<file path="src/rtl/quantum_timer_if.sv">
// Control-decoder <-> quantum timer bundle: decoder commands in, interrupt/count status out.
interface quantum_timer_if #(
  parameter int WIDTH = 16,
  parameter int PCW   = 32
);
  logic             stopQnt;
  logic             rstQnt;
  logic             Halt;
  logic [PCW-1:0]   pcIn;
  logic             intSig;
  logic [PCW-1:0]   savedPC;
  logic [WIDTH-1:0] count;
  logic             running;

  modport master (
    output stopQnt, rstQnt, Halt, pcIn,
    input  intSig, savedPC, count, running
  );

  modport slave (
    input  stopQnt, rstQnt, Halt, pcIn,
    output intSig, savedPC, count, running
  );
endinterface

</file>
<file path="src/rtl/quantum_timer.sv">
// Time-slice timer: counts QUANTUM cycles per slice, raises an interrupt and
// captures the program counter at slice end, waits for the decoder to acknowledge.
//
// state | meaning
// IDLE  | after reset, waiting for the first slice restart
// RUN   | counting the current slice (paused while halted)
// PEND  | slice expired, interrupt raised, waiting for acknowledge
// STOP  | slice frozen, waiting for a restart
module quantum_timer #(
  parameter int QUANTUM = 100,
  parameter int WIDTH   = 16,
  parameter int PCW     = 32
) (
  input logic            clk,
  input logic            rst,
  quantum_timer_if.slave qt
);

  typedef enum logic [1:0] {IDLE, RUN, PEND, STOP} state_t;

  localparam logic [WIDTH-1:0] LAST = WIDTH'(QUANTUM - 1);

  state_t           state, state_nxt;
  logic [WIDTH-1:0] count_q, count_nxt;
  logic             int_q, int_nxt;
  logic [PCW-1:0]   pc_q, pc_nxt;
  logic             run_q;

  always_ff @(posedge clk) begin
    if (rst) begin
      state   <= IDLE;
      count_q <= '0;
      int_q   <= 1'b0;
      pc_q    <= '0;
      run_q   <= 1'b0;
    end else begin
      state   <= state_nxt;
      count_q <= count_nxt;
      int_q   <= int_nxt;
      pc_q    <= pc_nxt;
      run_q   <= (state_nxt == RUN);
    end
  end

  // Priority everywhere: rstQnt, then stopQnt, then Halt, then counting.
  always_comb begin
    state_nxt = state;
    count_nxt = count_q;
    int_nxt   = int_q;
    pc_nxt    = pc_q;
    case (state)
      IDLE: begin
        int_nxt = 1'b0;
        if (qt.rstQnt) begin
          state_nxt = RUN;
          count_nxt = '0;
        end
      end
      RUN: begin
        int_nxt = 1'b0;
        if (qt.rstQnt) begin
          count_nxt = '0;
        end else if (qt.stopQnt) begin
          state_nxt = STOP;
        end else if (!qt.Halt) begin
          if (count_q >= LAST) begin
            state_nxt = PEND;
            count_nxt = '0;
            int_nxt   = 1'b1;
            pc_nxt    = qt.pcIn;
          end else begin
            count_nxt = count_q + 1'b1;
          end
        end
      end
      PEND: begin
        count_nxt = '0;
        int_nxt   = 1'b1;
        if (qt.rstQnt) begin
          state_nxt = RUN;
          int_nxt   = 1'b0;
        end else if (qt.stopQnt) begin
          state_nxt = STOP;
          int_nxt   = 1'b0;
        end
      end
      STOP: begin
        int_nxt = 1'b0;
        if (qt.rstQnt) begin
          state_nxt = RUN;
          count_nxt = '0;
        end
      end
      default: begin
        state_nxt = IDLE;
        count_nxt = '0;
        int_nxt   = 1'b0;
      end
    endcase
  end

  assign qt.intSig  = int_q;
  assign qt.savedPC = pc_q;
  assign qt.count   = count_q;
  assign qt.running = run_q;

endmodule

</file>
<file path="src/flat_wrapper.sv">
// flat-port wrapper written by rule: the top's interface ports become plain ports
module quantum_timer_flat 
#(
  parameter int QUANTUM = 100,
  parameter int WIDTH   = 16,
  parameter int PCW     = 32
)
  (clk, rst, qt_stopQnt, qt_rstQnt, qt_Halt, qt_pcIn, qt_intSig, qt_savedPC, qt_count, qt_running);
  quantum_timer_if #(.WIDTH(WIDTH), .PCW(PCW)) qt_i ();
  input logic clk;
  input logic rst;
  input wire logic [$bits(qt_i.stopQnt)-1:0] qt_stopQnt;
  input wire logic [$bits(qt_i.rstQnt)-1:0] qt_rstQnt;
  input wire logic [$bits(qt_i.Halt)-1:0] qt_Halt;
  input wire logic [$bits(qt_i.pcIn)-1:0] qt_pcIn;
  output wire logic [$bits(qt_i.intSig)-1:0] qt_intSig;
  output wire logic [$bits(qt_i.savedPC)-1:0] qt_savedPC;
  output wire logic [$bits(qt_i.count)-1:0] qt_count;
  output wire logic [$bits(qt_i.running)-1:0] qt_running;
  assign qt_i.stopQnt = qt_stopQnt;
  assign qt_i.rstQnt = qt_rstQnt;
  assign qt_i.Halt = qt_Halt;
  assign qt_i.pcIn = qt_pcIn;
  assign qt_intSig = qt_i.intSig;
  assign qt_savedPC = qt_i.savedPC;
  assign qt_count = qt_i.count;
  assign qt_running = qt_i.running;
  quantum_timer #(.QUANTUM(QUANTUM), .WIDTH(WIDTH), .PCW(PCW)) u_core (.clk(clk), .rst(rst), .qt(qt_i));
endmodule
</file>
<file path="config.mk">
export PLATFORM = sky130hd
export DESIGN_NAME = quantum_timer_flat
export DESIGN_NICKNAME = d
export VERILOG_FILES = /design/src/rtl/quantum_timer_if.sv /design/src/rtl/quantum_timer.sv /design/src/flat_wrapper.sv
export SDC_FILE = /design/constraint.sdc
export NUM_CORES = 1
export LEC_CHECK = 0
export BUFFER_PORTS_ARGS = -buffer_cell sky130_fd_sc_hd__buf_2
export CORE_UTILIZATION = 53
export CTS_CLUSTER_DIAMETER = 30
export CTS_CLUSTER_SIZE = 24
export DETAILED_ROUTE_END_ITERATION = 8
export PLACE_DENSITY = 0.81
export RECOVER_POWER = 25
export SYNTH_ARGS = -nofsm -noshare
export SYNTH_HDL_FRONTEND = slang
export SYNTH_SLANG_ARGS = --single-unit
</file>
<file path="constraint.sdc">
create_clock -name clk -period 3.45 [get_ports clk]
set_input_delay 0.345 -clock clk [delete_from_list [all_inputs] [get_ports clk]]
set_output_delay 0.345 -clock clk [all_outputs]
set_load 0.05 [all_outputs]
</file>
==> metrics <==
drt first pass iters 4; clk buf depth 2; Commonest cells post-synth 65 x nand2b_1, 52 x dfxtp_1, 32 x mux2i_1, 11 x a21oi_1, 10 x nor2_1; antenna violations before repair 0; Clock Tree Root clkbuf_8; Layout area overhead 20.0%; endpoints failing hold 0; Seq pwr share 0.590; Fin Setup TNS 0 ns; final instance area 2880 um2; initial core utilization 0.552; chip height 69.3 um; CP Cell Sequence ha_1 -> nor4_2 -> o211a_4 -> a2111oi_4 -> buf_4 -> mux2i_1; ys flop type dfxtp_1; global-route track usage on met2 0.316; Netlist cell types 41; synthesized area per cell 9.73 um2; core footprint 4350 um2; leakage 1.09 nW; grt met3 use 0.0698; RSZ-0062 raised after global routing no; cell count after synthesis 247; Cell Int Power 0.000783 W; remaining antenna violation count 0; mapped cell area 2400 um2; Vias per Instance 5.19; DIE WIDTH 69.3 um; path category of the worst min-delay check input pin to flop; port bufs 86; final worst path period share 0.637; global route hottest layer met2; Post-synth EDFFs 0; largest area contributor in the netlist dfxtp_1; layout cell share with drive strength beyond 1 0.241; Critical Path AT 2.43 ns; area of placed instances 2850 um2; Critical Path Source Type flop; Setup WS pre-CTS 1.24 ns; # setup viols final 0; MaxCap Viol Count 0; number of antenna diodes 0; max-slew violations 0; Seq/Total Area, Yosys 0.433; combinational share of power 0.105; Net Sw Frac 0.238; Syn Nets 287; pin count of the biggest net entering global routing 73; Slowest cell on crit path buf_4; top cells by area, synth dfxtp_1 43%, nand2b_1 17%, mux2i_1 13%; Routed Wire Length 4730 um; Starting DRT DRC Count 90; GRT met1 Usage 0.247; outcome finished clean; # rows 24; PwrDens 356 nW/um2; Fillers 372; synthesized flop and latch total 52; # resized after CTS 0; vias in the first global route 1701; Synth top area share 0.433; Final Worst Setup Slack 1.25 ns; htree depth 2; clock share of power 0.305; Clock Skew 0.00760 ns; P_sw 0.000245 W; count leader, synth nand2b_1; CTS tree built; Layout Utilization 0.662; CTS Hold Buffers Added 0; Worst-Skew Late Latency 0.31 ns; VDD IR max 0.202 mV; Clk pin slew, worst setup/hold paths 0.09 ns; GPL Wtd Cong 0.818; first-pass GRT wire length 7700 um; average wire per standard cell 12.4 um; Nets 370; Yosys warnings 0; Slew HR 0.433; Setup Buffers After CTS 0; cts bufs inserted 5; routed vias 1972; die area 4810 um2; cell family with most CP delay compound AO/OA/AOI/OAI gates; Sink Count 52; Post-synth ARST share 0; CP Class flop to flop; post-DP HPWL 3320 um; FMAX 0.455 GHz; endpoint class of the critical path flop; worst-margin pin slew 0.851 ns; number of I/O pins 87; CP required 3.68 ns; final worst path period need 2.20 ns; drt drc 0; Buf/Inv on CP 1; All-Layer GR Usage 0.198; GR Overflow Total 0; Worst path max stage delay 0.52 ns; Crit Path Max Fanout 34
-- worst reg2reg max path: stages, from the launching register on --
cell       delay [ns]
dfxtp_1          0.39
ha_1             0.29
nor4_2           0.07
o211a_4          0.26
a2111oi_4        0.33
buf_4            0.52
mux2i_1          0.27
-- registers in the layout, summed over array words and instances, names as in the netlist --
| signal | cells |
|---|---|
| u_core.qt.intSig | 1 |
| u_core.qt.running | 1 |
| u_core.state | 2 |
| u_core.qt.count | 16 |
| u_core.qt.savedPC | 32 |
-- routing by layer --
metal,wire length [um],part of all wire,up-vias
met5,0,0,-
met4,67,0.014,0
met3,357,0.076,5
met2,2220,0.47,65
met1,2080,0.44,899
li1,-,-,1003
-- stage by stage --
step	total power, W	cells	hold slack (ns)
after CTS	0.00104	380	0.288
after detailed placement	0.000729	375	0.462
final	0.00103	380	0.289
after global routing	0.00107	380	0.285
after global placement	0.000727	375	0.455
after floorplan	0.000692	247	0.500
-- cells by family (layout without fill, tap and decap cells) --
logic type	after synthesis	after routing	synth area share
AOI/OAI and AO/OA	30	30	0.0932
xor gates and xnor gates	4	4	0.0146
adders and majority gates	3	3	0.0156
buffers and inverters	18	99	0.0375
DFF	52	52	0.433
muxes	32	32	0.133
and+or+nand+nor	108	108	0.273
-- layout make-up --
class,count,area [um2],share of cell area
repair buffers,88,414,0.144
clock buffers,5,68.8,0.0239
multi-input cells,177,1270,0.441
flip-flops and latches,52,1040,0.361
inverters,6,22.5,0.00781
well taps,52,65.1,0.0226
-- power groups by stage --
stage                     registers, W  logic (W)  clock network (W)
after floorplan               0.000629  0.0000632                  0
after global placement        0.000620   0.000107                  0
after detailed placement      0.000621   0.000109                  0
after CTS                     0.000607   0.000109           0.000322
after global routing          0.000607   0.000120           0.000346
final                         0.000607   0.000108           0.000313
-- path summary, 6_finish.rpt --
| path | from | to | slack (ns) | cells after the start |
|---|---|---|---|---|
| worst min register to register | u_core.qt.savedPC[31] | u_core.qt.savedPC[31] | 0.48 | 2 |
| worst min-delay path | qt_pcIn[21] | u_core.qt.savedPC[21] | 0.29 | 3 |
| worst max register to register | u_core.qt.count[0] | u_core.qt.savedPC[14] | 1.25 | 6 |
| worst max-delay path | u_core.qt.count[0] | u_core.qt.savedPC[14] | 1.25 | 6 |
-- cells in the final DEF (no fill, tap or decap), types with 2 or more instances in the layout --
cell      netlist  layout
a41oi_1         2       2
nor2_1         10      10
or4_1           4       4
ha_1            3       3
nor3_1          3       3
inv_1           6       6
clkbuf_8        0       5
clkbuf_1        9      25
or3_1           2       2
nand2_1         7       7
a21oi_1        11      11
nand2b_1       65      65
and3_2          2       2
nand4_1         2       2
o211ai_1        2       2
buf_2           0      61
xor2_1          4       4
nor4_1          2       2
dfxtp_1        52      52
buf_4           0       2
mux2i_1        32      32
o21ai_0         5       5
No activity file was read; power rests on OpenSTA's default activity.
